**src/rtl/lifo_req_arb.sv**
```systemverilog
// rtl/lifo_req_arb.sv - round-robin arbiter sequencing N_REQ requesters onto one shared lifo
// Optional LIFO_REQ_ARB_ERR_EN: ineligible requests win arbitration and are rejected with err.
module lifo_req_arb #(
    parameter int N_REQ = 4,
    parameter int WIDTH = 8
) (
    input  logic                   clk,
    input  logic                   rstn,
    input  logic [N_REQ-1:0]       req,
    input  logic [N_REQ-1:0]       op,
    input  logic [N_REQ*WIDTH-1:0] wdata,
    output logic [N_REQ-1:0]       gnt,
    output logic [N_REQ-1:0]       rd_valid,
    output logic [WIDTH-1:0]       rd_data,
    output logic                   busy,
    output logic                   lifo_push,
    output logic                   lifo_pop,
    output logic [WIDTH-1:0]       lifo_din,
    input  logic [WIDTH-1:0]       lifo_dout,
    input  logic                   lifo_empty,
    input  logic                   lifo_full
`ifdef LIFO_REQ_ARB_ERR_EN
    ,
    output logic [N_REQ-1:0]       err,
    output logic [15:0]            err_cnt
`endif
);

    localparam int IDXW = $clog2(N_REQ);

    typedef enum logic [1:0] {
        IDLE  = 2'd0,
        ISSUE = 2'd1,
        RDATA = 2'd2
    } state_t;

    state_t            state;
    state_t            state_nxt;
    logic [IDXW-1:0]   rr_ptr;
    logic [IDXW-1:0]   win_idx;
    logic              win_op;
    logic [WIDTH-1:0]  win_data;
    logic [N_REQ-1:0]  elig;
    logic [N_REQ-1:0]  cand;
    logic              pick_vld;
    logic [IDXW-1:0]   pick_idx;
`ifdef LIFO_REQ_ARB_ERR_EN
    logic              win_err;
`endif

    function automatic logic [IDXW-1:0] wrap_idx(input int base, input int offs);
        int t;
        t = base + offs;
        if (t >= N_REQ) t = t - N_REQ;
        return IDXW'(t);
    endfunction

    always_comb begin
        elig = '0;
        for (int i = 0; i < N_REQ; i++) begin
            elig[i] = req[i] & (op[i] ? !lifo_full : !lifo_empty);
        end
`ifdef LIFO_REQ_ARB_ERR_EN
        cand = req;
`else
        cand = elig;
`endif
    end

    // Scan from the farthest offset back so the one nearest rr_ptr is kept.
    always_comb begin
        pick_vld = 1'b0;
        pick_idx = '0;
        for (int k = N_REQ - 1; k >= 0; k--) begin
            if (cand[wrap_idx(int'(rr_ptr), k)]) begin
                pick_vld = 1'b1;
                pick_idx = wrap_idx(int'(rr_ptr), k);
            end
        end
    end

    always_ff @(posedge clk) begin
        if (rstn) begin
            state    <= IDLE;
            rr_ptr   <= '0;
            win_idx  <= '0;
            win_op   <= 1'b0;
            win_data <= '0;
`ifdef LIFO_REQ_ARB_ERR_EN
            win_err  <= 1'b0;
            err_cnt  <= '0;
`endif
        end else begin
            state <= state_nxt;
            if (state == IDLE && pick_vld) begin
                win_idx  <= pick_idx;
                win_op   <= op[pick_idx];
                win_data <= wdata[int'(pick_idx)*WIDTH +: WIDTH];
                rr_ptr   <= wrap_idx(int'(pick_idx), 1);
`ifdef LIFO_REQ_ARB_ERR_EN
                win_err  <= !elig[pick_idx];
`endif
            end
`ifdef LIFO_REQ_ARB_ERR_EN
            if (state == ISSUE && win_err && err_cnt != 16'hFFFF) begin
                err_cnt <= err_cnt + 16'd1;
            end
`endif
        end
    end

    always_comb begin
        state_nxt = state;
        gnt       = '0;
        rd_valid  = '0;
        rd_data   = '0;
        busy      = 1'b0;
        lifo_push = 1'b0;
        lifo_pop  = 1'b0;
        lifo_din  = '0;
`ifdef LIFO_REQ_ARB_ERR_EN
        err       = '0;
`endif
        case (state)
            IDLE: begin
                if (pick_vld) state_nxt = ISSUE;
            end
            ISSUE: begin
                busy         = 1'b1;
                gnt[win_idx] = 1'b1;
`ifdef LIFO_REQ_ARB_ERR_EN
                if (win_err) begin
                    err[win_idx] = 1'b1;
                    state_nxt    = IDLE;
                end else
`endif
                if (win_op) begin
                    lifo_push = 1'b1;
                    lifo_din  = win_data;
                    state_nxt = IDLE;
                end else begin
                    lifo_pop  = 1'b1;
                    state_nxt = RDATA;
                end
            end
            RDATA: begin
                busy              = 1'b1;
                rd_valid[win_idx] = 1'b1;
                rd_data           = lifo_dout;
                state_nxt         = IDLE;
            end
            default: state_nxt = IDLE;
        endcase
        // A reset cycle aborts the transaction in flight, so nothing may leak out during it.
        if (rstn) begin
            gnt       = '0;
            rd_valid  = '0;
            rd_data   = '0;
            busy      = 1'b0;
            lifo_push = 1'b0;
            lifo_pop  = 1'b0;
            lifo_din  = '0;
`ifdef LIFO_REQ_ARB_ERR_EN
            err       = '0;
`endif
        end
    end

endmodule

```
**config.mk**
```make
export PLATFORM = sky130hd
export DESIGN_NAME = lifo_req_arb
export DESIGN_NICKNAME = d
export VERILOG_FILES = /design/src/rtl/lifo_req_arb.sv
export SDC_FILE = /design/constraint.sdc
export NUM_CORES = 1
export LEC_CHECK = 0
export ABC_AREA = 0
export BUFFER_PORTS_ARGS = -buffer_cell sky130_fd_sc_hd__clkbuf_2
export CORE_MARGIN = 2
export CORE_UTILIZATION = 40
export DETAILED_ROUTE_END_ITERATION = 12
export PLACE_DENSITY = 0.74
export SETUP_SLACK_MARGIN = 0.3
export SLEW_MARGIN = 10
export SYNTH_ARGS = -nofsm -noshare
export SYNTH_HDL_FRONTEND = slang
export SYNTH_SLANG_ARGS = --single-unit
export TNS_END_PERCENT = 30
```
**constraint.sdc**
```tcl
create_clock -name clk -period 5.54 [get_ports clk]
set_clock_uncertainty 0.1 [all_clocks]
set_input_delay 0.554 -clock clk [delete_from_list [all_inputs] [get_ports clk]]
set_output_delay 0.554 -clock clk [all_outputs]
set_load 0.05 [all_outputs]
```
==> results.json <==
{
  "final_common_cell": "clkbuf_2",
  "synth_compound_area_share_pct": 22.60,
  "diodes": 0,
  "min_to": "win_data[6]$_SDFFE_PP0P_",
  "period_needed_ns": 2.679,
  "final_nets": 280,
  "wl_per_cell_um": 12.27,
  "drc": 0,
  "std_cell_rows": 21,
  "crit_path_max_fanout": 15,
  "cellPowerDensity_nw_per_um2": 220.1,
  "hp-start": "win_data[6]$_SDFFE_PP0P_",
  "grtUsageTotal_pct": 16.95,
  "cts_setup_buffers": 0,
  "leakage_nw": 0.8870,
  "required_ns": 4.89,
  "dr.pass1.iters": 4,
  "fin_setup_tns_ns": 0,
  "viasPerCell": 5.144,
  "synth-adder-area-share_pct": 2.801,
  "cts.htree.levels": 1,
  "wirelength_um": 3313,
  "arrival_ns": 2.03,
  "worstRegToRegCells": 6,
  "drv_slew": 0,
  "rsz0062_at_grt": "no",
  "layout_common_cells": "clkbuf_2 (78), mux2i_1 (17), and2_1 (16)",
  "start_util_pct": 40.80,
  "fin_worst_hold_slack_ns": 0.3793,
  "synth-edff-count": 0,
  "cts_buffer_depth": 2,
  "grt_pass1_wl_um": 4850,
  "ys_types": 42,
  "synth_area_leaders": "dfxtp_1 (22%), mux2i_1 (13%), and2_1 (7.5%)",
  "dr_total_vias": 1389,
  "drtIter0Drc": 44,
  "synthesis.nets": 204,
  "hold_violations": 0,
  "yosysTopAreaCellShare_pct": 22.41,
  "fin_total_pwr_uw": 386.6,
  "grt_max_degree": 20,
  "path_clk_slew_ns": 0.08,
  "worstSetupStartpointType": "primary input",
  "core_um2": 3284,
  "yosysSeqAreaShare_pct": 22.41,
  "critPathCaptureType": "primary output",
  "hold_class": "register to register",
  "place_ws_ns": 2.663,
  "syn_area_per_cell_um2": 8.994,
  "run_status": "finished, final reports clean",
  "synthSimpleGateAreaFrac_pct": 24.56,
  "ys_seq_elements": 15,
  "max-cap-violations": 0,
  "die_w_um": 61.88,
  "drive_above_1_share_pct": 45.54,
  "r2r_end": "win_data[6]$_SDFFE_PP0P_",
  "crit_type": "primary input to primary output",
  "max_freq_ghz": 0.3733,
  "cts_buffers": 3,
  "r2r_slack_ns": 3.00,
  "die-area_um2": 3829,
  "fillers": 341,
  "yosysTopAreaCell": "dfxtp_1",
  "final-setup-viol-count": 0,
  "async_reset_ff_share_pct": 0,
  "boundaryPins": 79,
  "hold_path_depth": 2,
  "tightest_slew_ns": 0.9770,
  "port_buffers": 78,
  "cts_resized": 0,
  "antenna_found_initial": 0,
  "synth_xor_area_share_pct": 0.6536,
  "syn_inst": 149,
  "grt_pass1_vias": 1125,
  "cts_tree": "yes",
  "place_hpwl_um": 2713,
  "vdd_ir_drop_max_mv": 0.08388,
  "clock_sinks": 15,
  "finalWorstSetupSlack_ns": 2.861,
  "area_delta_synth_final_pct": 31.09,
  "ant_nets": 0,
  "insertion_delay_ns": 0.28,
  "holdBufCountCts": 0,
  "gr-total-overflow": 0,
  "finalCritPeriodShare_pct": 48.36,
  "relSlewSlack_pct": 34.86,
  "die_h_um": 61.88,
  "synth_area_um2": 1340,
  "fin_cells": 270,
  "synth-main-ff-cell": "dfxtp_1",
  "synth_top_family_by_area": "simple AND/OR/NAND/NOR gates",
  "synth_warnings": 0,
  "synth_mux_area_share_pct": 21.57,
  "root_buffer": "clkbuf_4",
  "routabilityCongestion": 0.7674,
  "dp.cells": 266,
  "r2r-start": "rr_ptr[1]$_SDFFE_PP0P_"
}
synth_stat cells (all sizes together) (2+ instances only):
cell and instances:
nor2 9, clkbuf 4, dfxtp 15, inv 4, o211ai 3, nor2b 2
o31ai 6, ha 3, mux2i 18, a21oi 4, nand2b 2, o2bb2ai 3
nand3b 2, buf 3, nand2 13, a22o 4, o21ai 2, nor3 3
and2 16, nand3 7, mux2 8, nand4 4
registers in the layout (all words and copies together) (netlist names):
register	flops
win_op	1
win_data	8
rr_ptr	2
state	2
win_idx	2
where the power goes:
| part | internal (mW) | total (mW) | switching, mW |
|---|---|---|---|
| Combinational | 0.0801 | 0.183 | 0.103 |
| Sequential | 0.126 | 0.141 | 0.0146 |
| Clock | 0.0280 | 0.0622 | 0.0342 |
| Total | 0.234 | 0.387 | 0.152 |
metrics by stage:
stage / instance area, µm² / utilization (%)
floorplan: 1340 / -
CTS: 1757 / 53.49
global placement: 1730 / 52.69
global route: 1757 / 53.49
detailed placement: 1730 / 52.69
finish: 1757 / 53.49
cells by family (layout without fill, tap and decap cells):
kind of cell               count (synthesis)  count (layout)
xor gates and xnor gates                   1               1
buffers and inverters                     11              86
DFF                                       15              15
and+or+nand+nor                           62              62
adders and majority gates                  3               3
AOI/OAI and AO/OA                         31              31
muxes                                     26              26
worst max-delay path, stage by stage:
cell and delay [ns]:
clkbuf_2 0.23, inv_1 0.42, and3_1 0.36, and2_1 0.18
clkbuf_2 0.28
worst max path at each step:
stage	cells past startpoint	end	start	slack, ns
finish	5	lifo_din[2]	rstn	2.86
global route	5	lifo_din[7]	rstn	2.74
CTS	5	lifo_din[2]	rstn	2.85
detailed placement	7	win_data[6]$_SDFFE_PP0P_	op[1]	2.66
global placement	7	win_data[6]$_SDFFE_PP0P_	op[1]	2.68
floorplan	4	lifo_din[0]	rstn	3.00
metal layers:
layer	share of wire [%]	vias up	global-route usage, %
met3	8.3	4	1.863
met2	49	73	29.92
li1	-	699	-
met1	42	613	21.01
met4	1.4	0	6.687
met5	0	-	0
cell type report:
| cell class | count | area, µm² | share of cell area [%] |
|---|---|---|---|
| timing repair buffer | 78 | 390.4 | 22.22 |
| inverter | 4 | 15.01 | 0.8547 |
| sequential | 15 | 300.3 | 17.09 |
| clock buffer | 4 | 26.28 | 1.496 |
| multi-input combinational | 123 | 967.2 | 55.06 |
| tap | 46 | 57.56 | 3.276 |
(Power assumes the default switching activity.)
